[config.mk]
export PLATFORM = sky130hd
export DESIGN_NAME = mcs4_rom_loader
export DESIGN_NICKNAME = d
export VERILOG_FILES = /design/src/rtl/mcs4_pkg.sv /design/src/rtl/mcs4_rom_rdchk.sv /design/src/rtl/mcs4_rom_loader.sv
export SDC_FILE = /design/constraint.sdc
export NUM_CORES = 1
export LEC_CHECK = 0
export ABC_CLOCK_PERIOD_IN_PS = 2700
export BUFFER_PORTS_ARGS = -buffer_cell sky130_fd_sc_hd__buf_2
export CORE_MARGIN = 1
export CORE_UTILIZATION = 58
export DETAILED_ROUTE_END_ITERATION = 10
export GPL_ROUTABILITY_DRIVEN = 0
export PLACE_DENSITY = 0.81
export SYNTH_ARGS = -nofsm -noshare
export SYNTH_HDL_FRONTEND = slang
export SYNTH_SLANG_ARGS = --single-unit
[constraint.sdc]
create_clock -name clk -period 2.7 [get_ports clk]
set_clock_uncertainty 0.05 [all_clocks]
set_input_delay 0 -clock clk [delete_from_list [all_inputs] [get_ports clk]]
set_output_delay 0 -clock clk [all_outputs]
set_load 0.02 [all_outputs]
[src/rtl/mcs4_pkg.sv]
// rtl/mcs4_pkg.sv - shared constants and types for the MCS4 ROM loader
package mcs4_pkg;

    localparam int ROM_AW = 12;

    localparam logic [7:0] SYNC_BYTE = 8'hA5;

    localparam logic [1:0] ERR_OK   = 2'b00;
    localparam logic [1:0] ERR_CSUM = 2'b01;
    localparam logic [1:0] ERR_RDBK = 2'b10;

    typedef enum logic [2:0] {
        ST_IDLE,
        ST_LEN_H,
        ST_LEN_L,
        ST_DATA,
        ST_CSUM,
        ST_VERIFY,
        ST_DRAIN,
        ST_FIN
    } state_t;

endpackage

[src/rtl/mcs4_rom_rdchk.sv]
// rtl/mcs4_rom_rdchk.sv - readback pipeline tracker and 8-bit readback sum
module mcs4_rom_rdchk #(
    parameter int RD_LAT = 1
) (
    input  logic       clk,
    input  logic       res,
    input  logic       clr,
    input  logic       re,
    input  logic [7:0] rdata,
    output logic [7:0] sum,
    output logic       idle
);

    // vld[i] set means a read issued i+1 cycles ago is in flight
    logic [RD_LAT-1:0] vld;

    always_ff @(posedge clk) begin
        if (res || clr) begin
            vld <= '0;
            sum <= '0;
        end else begin
            vld <= RD_LAT'({vld, re});
            if (vld[RD_LAT-1]) begin
                sum <= sum + rdata;
            end
        end
    end

    assign idle = !re && (vld == '0);

endmodule

[src/rtl/mcs4_rom_loader.sv]
// rtl/mcs4_rom_loader.sv - framed byte stream to MCS4 ROM loader with readback verify
module mcs4_rom_loader
    import mcs4_pkg::*;
#(
    parameter int                RD_LAT    = 1,
    parameter logic [ROM_AW-1:0] BASE_ADDR = 12'h000,
    parameter logic              BOOT_HOLD = 1'b1
) (
    input  logic              clk,
    input  logic              res,
    input  logic              s_valid,
    output logic              s_ready,
    input  logic [7:0]        s_data,
    output logic              rom_init_enb,
    output logic [ROM_AW-1:0] rom_init_addr,
    output logic              rom_init_re,
    output logic              rom_init_we,
    output logic [7:0]        rom_init_wdata,
    input  logic [7:0]        rom_init_rdata,
    output logic              cpu_res,
    output logic              busy,
    output logic              done,
    output logic [1:0]        err
);

    state_t            state, state_n;
    logic [3:0]        len_h, len_h_n;
    logic [ROM_AW-1:0] len, len_n;
    logic [ROM_AW-1:0] idx, idx_n;
    logic [7:0]        sum, sum_n;
    logic              pass, pass_n;
    logic              s_ready_n, enb_n, re_n, we_n, cpu_res_n, busy_n, done_n;
    logic [ROM_AW-1:0] addr_n;
    logic [7:0]        wdata_n;
    logic [1:0]        err_n;
    logic              accept, chk_clr, chk_idle;
    logic [7:0]        rd_sum;

    assign accept = s_valid && s_ready;

    mcs4_rom_rdchk #(.RD_LAT(RD_LAT)) u_rdchk (
        .clk   (clk),
        .res   (res),
        .clr   (chk_clr),
        .re    (rom_init_re),
        .rdata (rom_init_rdata),
        .sum   (rd_sum),
        .idle  (chk_idle)
    );

    always_ff @(posedge clk) begin
        if (res) begin
            state          <= ST_IDLE;
            len_h          <= '0;
            len            <= '0;
            idx            <= '0;
            sum            <= '0;
            pass           <= 1'b0;
            s_ready        <= 1'b1;
            rom_init_enb   <= 1'b0;
            rom_init_addr  <= BASE_ADDR;
            rom_init_re    <= 1'b0;
            rom_init_we    <= 1'b0;
            rom_init_wdata <= '0;
            cpu_res        <= BOOT_HOLD;
            busy           <= 1'b0;
            done           <= 1'b0;
            err            <= ERR_OK;
        end else begin
            state          <= state_n;
            len_h          <= len_h_n;
            len            <= len_n;
            idx            <= idx_n;
            sum            <= sum_n;
            pass           <= pass_n;
            s_ready        <= s_ready_n;
            rom_init_enb   <= enb_n;
            rom_init_addr  <= addr_n;
            rom_init_re    <= re_n;
            rom_init_we    <= we_n;
            rom_init_wdata <= wdata_n;
            cpu_res        <= cpu_res_n;
            busy           <= busy_n;
            done           <= done_n;
            err            <= err_n;
        end
    end

    always_comb begin
        state_n   = state;
        len_h_n   = len_h;
        len_n     = len;
        idx_n     = idx;
        sum_n     = sum;
        pass_n    = pass;
        enb_n     = rom_init_enb;
        addr_n    = rom_init_addr;
        re_n      = 1'b0;
        we_n      = 1'b0;
        wdata_n   = rom_init_wdata;
        cpu_res_n = cpu_res;
        done_n    = 1'b0;
        err_n     = err;
        chk_clr   = 1'b0;
        unique case (state)
            ST_IDLE: begin
                if (accept && s_data == SYNC_BYTE) begin
                    state_n   = ST_LEN_H;
                    err_n     = ERR_OK;
                    cpu_res_n = 1'b1;
                    enb_n     = 1'b1;
                end
            end
            ST_LEN_H: begin
                if (accept) begin
                    len_h_n = s_data[3:0];
                    state_n = ST_LEN_L;
                end
            end
            ST_LEN_L: begin
                if (accept) begin
                    len_n   = {len_h, s_data};
                    idx_n   = '0;
                    sum_n   = '0;
                    state_n = ST_DATA;
                end
            end
            ST_DATA: begin
                if (accept) begin
                    we_n    = 1'b1;
                    addr_n  = BASE_ADDR + idx;
                    wdata_n = s_data;
                    sum_n   = sum + s_data;
                    idx_n   = idx + 12'd1;
                    if (idx == len) begin
                        state_n = ST_CSUM;
                    end
                end
            end
            ST_CSUM: begin
                if (accept) begin
                    if (s_data != sum) begin
                        err_n   = ERR_CSUM;
                        pass_n  = 1'b0;
                        state_n = ST_FIN;
                    end else begin
                        idx_n   = '0;
                        chk_clr = 1'b1;
                        state_n = ST_VERIFY;
                    end
                end
            end
            ST_VERIFY: begin
                // reads are issued back-to-back; the checker absorbs the latency
                re_n   = 1'b1;
                addr_n = BASE_ADDR + idx;
                idx_n  = idx + 12'd1;
                if (idx == len) begin
                    state_n = ST_DRAIN;
                end
            end
            ST_DRAIN: begin
                if (chk_idle) begin
                    pass_n = (rd_sum == sum);
                    if (rd_sum != sum) begin
                        err_n = ERR_RDBK;
                    end
                    state_n = ST_FIN;
                end
            end
            ST_FIN: begin
                enb_n = 1'b0;
                if (pass) begin
                    cpu_res_n = 1'b0;
                    done_n    = 1'b1;
                end
                state_n = ST_IDLE;
            end
            default: state_n = ST_IDLE;
        endcase
        s_ready_n = state_n inside {ST_IDLE, ST_LEN_H, ST_LEN_L, ST_DATA, ST_CSUM};
        busy_n    = (state_n != ST_IDLE);
    end

endmodule

==> results of run 1 <==
-- where the power goes --
| part | switching [W] | internal, W | total [W] |
|---|---|---|---|
| logic | 0.0000739 | 0.0000479 | 0.000122 |
| clock network | 0.000495 | 0.000346 | 0.000842 |
| registers | 0.00000249 | 0.00115 | 0.00115 |
| total | 0.000572 | 0.00155 | 0.00212 |
-- flip-flops by register name (all words and copies together), names as in the netlist --
signal and flops:
rom_init_we 1, pass 1, state 3, sum 8, cpu_res 1, idx 12
len_h 4, rom_init_addr 12, rom_init_wdata 8, rom_init_re 1, len 12, rom_init_enb 1
busy 1, done 1, s_ready 1, err 2, u_rdchk.vld 1, u_rdchk.sum 8
-- cell usage in the layout, fill, tap and decap left out, types with 4 or more instances in the layout --
cell	netlist	final
a21o_1	5	5
a21oi_1	44	44
and3_1	5	5
buf_2	7	47
buf_4	0	16
clkbuf_8	0	9
dfxtp_1	78	78
dlygate4sd3_1	0	9
ha_1	18	18
inv_1	11	11
mux2i_1	27	27
nand2_1	44	44
nand3_1	20	20
nor2_1	62	62
nor2b_1	4	4
nor3_1	10	10
nor4_1	6	6
o21a_1	6	6
o21ai_0	24	24
xnor2_1	13	13
xor2_1	25	25
-- how the worst max path moves through the flow --
stage,depth (start not counted),end,startpoint
after floorplan,8,busy,state[2]
after global placement,6,idx[8],sum[4]
after detailed placement,7,busy,state[2]
after CTS,7,busy,state[2]
after global routing,7,sum[7],sum[1]
final,7,busy,state[2]
-- cells by family (layout without fill, tap and decap cells) --
logic type | count (synthesis) | count (layout) | synth area share
flip-flops | 78 | 78 | 0.380
multiplexers | 27 | 27 | 0.0657
XOR/XNOR | 38 | 38 | 0.0809
AND/OR/NAND/NOR | 174 | 174 | 0.210
AO/OA/AOI/OAI | 105 | 105 | 0.158
adder cells (fa/ha/maj) | 20 | 20 | 0.0645
buffers and inverters | 40 | 101 | 0.0414
-- stage by stage --
step / worst slack, ns / instance area, µm² / total power (W) / utilization / cells
finish: 0.204 / 4740 / 0.00212 / 0.694 / 639
global route: 0.0186 / 4740 / 0.00218 / 0.694 / 639
CTS: 0.272 / 4740 / 0.00211 / 0.694 / 639
detailed placement: 0.282 / 4470 / 0.00129 / 0.654 / 614
global placement: 0.424 / 4470 / 0.00129 / 0.654 / 614
floorplan: 0.409 / 4110 / 0.00125 / - / 482
-- what timing repair did --
item / CTS / global route
hold endpoints to repair: 21 / 0
hold buffers: 9 / 0
setup endpoints to repair: 0 / 1
resized for setup: 0 / 1
-- worst max-delay path: cells and delay by family (launching register included) --
| kind | cells | cell delay (ns) |
|---|---|---|
| AO/OA/AOI/OAI | 4 | 0.98 |
| adder cells (fa/ha/maj) | 1 | 0.26 |
| buffers and inverters | 1 | 0.20 |
| flip-flops | 1 | 0.56 |
| AND/OR/NAND/NOR | 1 | 0.33 |
-- area by class of cell --
| class | instances | area, µm² | share of cell area |
|---|---|---|---|
| Clock buffer | 9 | 124 | 0.0261 |
| Timing Repair Buffer | 72 | 445 | 0.0939 |
| Inverter | 13 | 51.3 | 0.0108 |
| Multi-Input combinational cell | 364 | 2380 | 0.502 |
| Tap cell | 96 | 120 | 0.0253 |
| Clock inverter | 7 | 57.6 | 0.0121 |
| Sequential cell | 78 | 1560 | 0.329 |
-- routing by layer --
metal  vias up  GRT usage
li1       1807          -
met1      1794      0.367
met2       137      0.476
met3        27     0.0590
met4         0      0.106
met5         -          0
==> impl_metrics.json, run 1 <==
{
  "ios": 48,
  "synth_edf_count": 0,
  "first_iter_violations": 257,
  "rr_endpoint": "busy",
  "synthDominantCellAreaShare": 0.380,
  "syn_avg_cell_area_um2": 8.53,
  "outcome": "finished, violations left",
  "fmaxAchievable_mhz": 401,
  "postCtsSetupRepairBufs": 0,
  "worstPathMaxFanout": 11,
  "async_flop_share": 0,
  "grt_usage": 0.286,
  "r2r_start": "state[2]",
  "period_share": 0.925,
  "ir_worst_vdd_uv": 497,
  "viasPerCell": 5.89,
  "synth_top_cells_by_area": "dfxtp_1, mux2i_1, nor2_1",
  "insertedDiodeCount": 0,
  "met3_length_um": 518,
  "nNetsFinal": 577,
  "syn_area_um2": 4110,
  "dr_wl_met2_mm": 4.71,
  "cts_buffers": 9,
  "ys_ff_latch": 78,
  "rsz0062_at_grt": "no",
  "cap_violations": 0,
  "die_h_um": 86.2,
  "fin_setup_tns_ns": 0,
  "num_vias": 3765,
  "yosysMostFrequentCell": "dfxtp_1",
  "start_util": 0.602,
  "grt_pass1_vias": 3568,
  "grt_max_degree": 31,
  "syn-num-nets": 521,
  "violations": "hold timing",
  "top_layer": "met4",
  "worstSetupPathType": "reg2reg",
  "r2r_cells": 7,
  "cts_max_level": 3,
  "grt_pass1_wl_mm": 16.7,
  "die-area_um2": 7430,
  "worstSetupEndpointType": "register",
  "leakage_nw": 2.12,
  "synth_cell_types": 58,
  "setup_viol": 0,
  "hpwl_mm": 7.01,
  "slowest_stage": "dfxtp_1",
  "cts_root_buf": "clkbuf_8",
  "port_buffers": 47,
  "p_per_area_nw_per_um2": 447,
  "die_w_um": 86.2,
  "hp-class": "in2reg",
  "r2r_slack_ns": 0.20,
  "fillers": 542,
  "synthTopCellsByCount": "dfxtp_1, nor2_1, a21oi_1, nand2_1, mux2i_1",
  "first_pass_iters": 5,
  "crit_required_ns": 2.92,
  "antenna_found_initial": 0,
  "grt_overflow": 0,
  "wl_per_cell_um": 15.4,
  "crit_chain": "inv_1 > ha_1 > or3_1 > a31oi_1 > a21oi_1 > o21a_1 > o41a_1",
  "tightest_slew_ns": 0.639,
  "cts.sink_count": 78,
  "syn_to_final_growth_pct": 15.3,
  "clk_pin_slew_ns": 0.09,
  "ant_nets": 0,
  "crit_arrival_ns": 2.71,
  "clk_path_buf_depth": 2,
  "tritoncts": "done",
  "finalHoldViolCount": 1,
  "yosysTopAreaCell": "dfxtp_1",
  "period_minus_slack_ns": 2.50,
  "routed_wl_mm": 9.84,
  "fin_hold_ws_ns": -0.00451,
  "worstSetupStartpointType": "register",
  "drc_errors": 0,
  "coreArea_um2": 6830,
  "syn_inst": 482,
  "layout-drive-gt1-share": 0.164,
  "cp_slowest_stage_delay_ns": 0.56,
  "wl_met1_mm": 4.35,
  "min_path_cells": 2,
  "ys.flop_type": "dfxtp_1",
  "rows": 30,
  "hold_end": "err[0]",
  "yosys_warnings": 0,
  "slew_headroom": 0.570,
  "clock_latency_ns": 0.37,
  "slew_viol_final": 0,
  "min_from": "res",
  "yosysSeqAreaShare": 0.380
}
Note: power is estimated with default switching activity, not from simulation.
==> inputs of run 2 (changes only) <==
- BUFFER_PORTS_ARGS: -buffer_cell sky130_fd_sc_hd__buf_2 -> -buffer_cell sky130_fd_sc_hd__buf_4
==> run 2 against run 1 <==
Against the previous run: the run now ends clean; non-clock buffer count is 3 lower; fmax shrank 0.55%; setup slack worse by 0.014 ns; first-iteration DRC count is 4.7% higher; combinational power increased by 5%; sequential share of layout area shrank 0.73 points.
==> impl_metrics.json, run 2 (synthesis results as in run 1) <==
{
  "outcome": "finished, final reports clean",
  "start_util": 0.602,
  "antenna_found_initial": 0,
  "path_delay_family": "compound AO/OA/AOI/OAI gates",
  "coreArea_um2": 6830,
  "crit_required_ns": 2.90,
  "worstSetupEndpointType": "register",
  "combPwrFrac": 0.059,
  "viasPerCell": 5.80,
  "cts_root_buf": "clkbuf_8",
  "period_share": 0.930,
  "wl_per_cell_um": 15.7,
  "grt_pass1_wl_mm": 16.5,
  "worstSetupStartpointType": "register",
  "tightest_slew_ns": 0.680,
  "nNetsFinal": 574,
  "first_iter_violations": 269,
  "tritoncts": "done",
  "clock_latency_ns": 0.36,
  "slowest_stage": "dfxtp_1",
  "grt_usage": 0.282,
  "layout-drive-gt1-share": 0.157,
  "die_w_um": 86.2,
  "worstSetupPathType": "reg2reg",
  "num_vias": 3688,
  "rows": 30,
  "p_per_area_nw_per_um2": 449,
  "period_minus_slack_ns": 2.51,
  "slew_headroom": 0.545,
  "crit_chain": "inv_1 > ha_1 > or3_1 > a31oi_1 > a21oi_1 > o21a_1 > o41a_1",
  "grt_pass1_vias": 3554,
  "grt_overflow": 0,
  "fmaxAchievable_mhz": 398,
  "finalHoldViolCount": 0,
  "netSwitchingPower_w": 0.000538,
  "cts_resized": 0,
  "p_int_w": 0.00164,
  "insertedDiodeCount": 0,
  "slew_viol_final": 0,
  "syn_to_final_growth_pct": 17.9,
  "ant_nets": 0,
  "final_core_util": 0.710,
  "rsz0062_at_grt": "no",
  "cp_slowest_stage_delay_ns": 0.60,
  "port_buffers": 47,
  "timing.critical_path.buf_inv": 1,
  "crit_arrival_ns": 2.71,
  "pwr-share-clk": 0.411,
  "leakage_nw": 2.13,
  "drc_errors": 0,
  "hp-class": "in2reg",
  "switching_share": 0.247,
  "die_h_um": 86.2,
  "hpwl_mm": 6.90,
  "die-area_um2": 7430,
  "ios": 48,
  "ir_worst_vdd_uv": 324,
  "cts_max_level": 3,
  "cts.sink_count": 78,
  "mostFrequentLayoutCell": "dfxtp_1",
  "reg.largest.list": "idx: 12 flops, len: 12 flops, rom_init_addr: 12 flops",
  "fin_hold_ws_ns": 0.0405,
  "clk_pin_slew_ns": 0.09,
  "grt_max_degree": 52,
  "postCtsSetupRepairBufs": 0,
  "fin_setup_tns_ns": 0,
  "cts_buffers": 9,
  "routed_wl_mm": 9.98,
  "most-common-layout-cells": "dfxtp_1, nor2_1, buf_4",
  "cap_violations": 0,
  "worstPathMaxFanout": 13,
  "first_pass_iters": 5,
  "seqPwrFrac": 0.530,
  "setup_viol": 0,
  "clk_path_buf_depth": 2
}
run 2: cell type report:
| type | instances | area, µm² |
|---|---|---|
| Sequential cell | 78 | 1560 |
| Clock buffer | 10 | 128 |
| Fill cell | 541 | 1980 |
| Multi-Input combinational cell | 364 | 2380 |
| Timing Repair Buffer | 69 | 541 |
| Clock inverter | 6 | 67.6 |
| Tap cell | 96 | 120 |
| Inverter | 13 | 51.3 |
run 2: layer usage:
| layer | GRT usage | vias up | wire, µm |
|---|---|---|---|
| met5 | 0 | - | 0 |
| met4 | 0.111 | 0 | 207 |
| met3 | 0.0419 | 23 | 610 |
| li1 | - | 1792 | - |
| met1 | 0.355 | 1720 | 4240 |
| met2 | 0.487 | 153 | 4920 |
run 2: timing repair:
action | in CTS | in global routing
hold endpoints to repair | 21 | 0
hold buffers | 9 | 0
endpoints found under the setup margin | 0 | 0
run 2: per-stage QoR:
step,power (W),std cells,area (µm²),worst slack (ns)
after CTS,0.00218,636,4850,0.249
after floorplan,0.00125,482,4110,0.409
after detailed placement,0.00130,611,4560,0.253
after global routing,0.00223,636,4850,0.0691
final,0.00218,636,4850,0.190
after global placement,0.00129,611,4560,0.401
run 2: final timing paths:
kind,cells after the start,to,start,slack [ns]
worst min register to register,2,u_rdchk.vld,rom_init_re,0.40
worst min-delay path,2,rom_init_addr[10],res,0.04
worst max-delay path,7,busy,state[2],0.19
worst max register to register,7,busy,state[2],0.19
run 2: power by group through the flow:
stage          clock (W)  sequential [W]  combinational, W
3_5_place_dp           0         0.00118          0.000115
4_1_cts         0.000899         0.00115          0.000126
2_1_floorplan          0         0.00118         0.0000674
6_report        0.000895         0.00115          0.000128
5_1_grt         0.000941         0.00115          0.000137
3_3_place_gp           0         0.00118          0.000112
==> inputs of run 3 (changes only) <==
- CORE_UTILIZATION: 58 -> 53
- PLACE_DENSITY: 0.81 -> 0.76
==> run 3 against run 2 <==
Against the previous run: clock power is 0.8% higher; first-iteration DRC count shrank 42%; largest cell class unchanged; global-route usage is 3.3 points lower; wire length is 4.2% lower.
==> impl_metrics.json, run 3 (synthesis results as in run 1) <==
{
  "hpwl_mm": 6.75,
  "netSwitchingPower_w": 0.000542,
  "top_layer": "met4",
  "combPwrFrac": 0.058,
  "layout-drive-gt1-share": 0.158,
  "multiInputGateArea_um2": 2380,
  "cts_buffers": 9,
  "die_w_um": 90.1,
  "clock_latency_ns": 0.36,
  "clk_path_buf_depth": 2,
  "ant_nets": 0,
  "slew_viol_final": 0,
  "worstPathMaxFanout": 6,
  "crit_required_ns": 2.95,
  "first_iter_violations": 156,
  "crit_arrival_ns": 2.66,
  "cts_max_level": 3,
  "coreArea_um2": 7370,
  "nNetsFinal": 573,
  "ios": 48,
  "worstSetupPathType": "in2reg",
  "most-common-layout-cells": "dfxtp_1, nor2_1, buf_4",
  "tightest_slew_ns": 0.702,
  "antenna_found_initial": 0,
  "regArea_um2": 1560,
  "drc_errors": 0,
  "worstSetupEndpointType": "register",
  "switching_share": 0.249,
  "met3_length_um": 490,
  "slew_headroom": 0.530,
  "routed_wl_mm": 9.56,
  "seqPwrFrac": 0.529,
  "port_buffers": 47,
  "viasPerCell": 5.74,
  "reg.largest.list": "idx: 12 flops, len: 12 flops, rom_init_addr: 12 flops",
  "grt_overflow": 0,
  "hp-class": "in2reg",
  "worstSetupStartpointType": "input pin",
  "grt_max_degree": 52,
  "finalHoldViolCount": 0,
  "cts_root_buf": "clkbuf_8",
  "setup_viol": 0,
  "period_share": 0.894,
  "mostFrequentLayoutCell": "dfxtp_1",
  "final_area_um2": 4850,
  "period_minus_slack_ns": 2.41,
  "first_pass_iters": 5,
  "insertedDiodeCount": 0,
  "rows": 31,
  "cts.sink_count": 78,
  "ir_worst_vdd_uv": 383,
  "start_util": 0.558,
  "syn_to_final_growth_pct": 17.9,
  "wl_per_cell_um": 15.0,
  "cap_violations": 0,
  "pwr-share-clk": 0.413,
  "grt_usage": 0.249,
  "dpl-instance-area_um2": 4560,
  "outcome": "finished, final reports clean",
  "leakage_nw": 2.13,
  "fillers": 635,
  "fin_hold_ws_ns": 0.0362,
  "clk_pin_slew_ns": 0.09,
  "grt_pass1_vias": 3498,
  "tritoncts": "done",
  "num_vias": 3659,
  "p_int_w": 0.00164,
  "wl_met1_mm": 4.37,
  "fmaxAchievable_mhz": 414,
  "fin_setup_tns_ns": 0,
  "p_per_area_nw_per_um2": 450,
  "die-area_um2": 8120,
  "die_h_um": 90.1,
  "dr_wl_met2_mm": 4.49,
  "grt_pass1_wl_mm": 16.4,
  "rsz0062_at_grt": "no"
}
[run 3: cell types whose count changed in the layout (fill, tap and decap cells not counted), sizes merged]
| cell | change |
|---|---|
| buf | -1 |
| clkinvlp | -1 |
| clkinv | +1 |
[run 3: metal layers]
layer,vias to the layer above,GRT usage
li1,1793,-
met3,22,0.0423
met5,-,0
met2,110,0.400
met1,1734,0.330
met4,0,0.103
[run 3: final timing paths]
path                                start          endpoint  slack, ns  cells past startpoint
worst max-delay path            s_data[4]            idx[8]       0.29                      8
worst min-delay path                  res  rom_init_addr[2]       0.04                      2
worst max register to register     sum[4]            idx[8]       0.30                      6
worst min register to register   len_h[1]            len[9]       0.41                      2
[run 3: metrics by stage]
stage / utilization / cells / total power, W / setup slack, ns
final: 0.658 / 638 / 0.00218 / 0.287
after floorplan: - / 482 / 0.00125 / 0.409
after CTS: 0.658 / 638 / 0.00219 / 0.177
after global placement: 0.619 / 613 / 0.00129 / 0.392
after detailed placement: 0.619 / 613 / 0.00130 / 0.214
after global routing: 0.658 / 638 / 0.00225 / 0.116
[run 3: what timing repair did]
item,CTS,global route
setup endpoints to repair,0,1
resized for setup,0,1
buffers inserted,0,0
endpoints found under the hold margin,21,0
hold buffers,9,0
[run 3: final cells by class]
cell class                 instances  share of cell area
clock buffer                      10              0.0263
clock inverter                     6              0.0142
timing repair buffer              68               0.110
sequential                        78               0.322
multi-input combinational        364               0.491
tap                               99              0.0255
inverter                          13              0.0106
[run 3: power groups by stage]
stage / Combinational (W) / Clock [W] / Sequential [W]
after floorplan: 0.0000674 / 0 / 0.00118
after global placement: 0.000113 / 0 / 0.00118
after detailed placement: 0.000116 / 0 / 0.00118
after CTS: 0.000126 / 0.000909 / 0.00115
after global routing: 0.000138 / 0.000954 / 0.00115
final: 0.000127 / 0.000902 / 0.00115
[run 3: critical path, cell delays in order]
cell and delay (ns):
dlygate4sd3_1 0.54, buf_4 0.16, ha_1 0.35, nor3_1 0.40, nand4_2 0.21, a211o_1 0.37, or4_1 0.48, a21oi_1 0.14
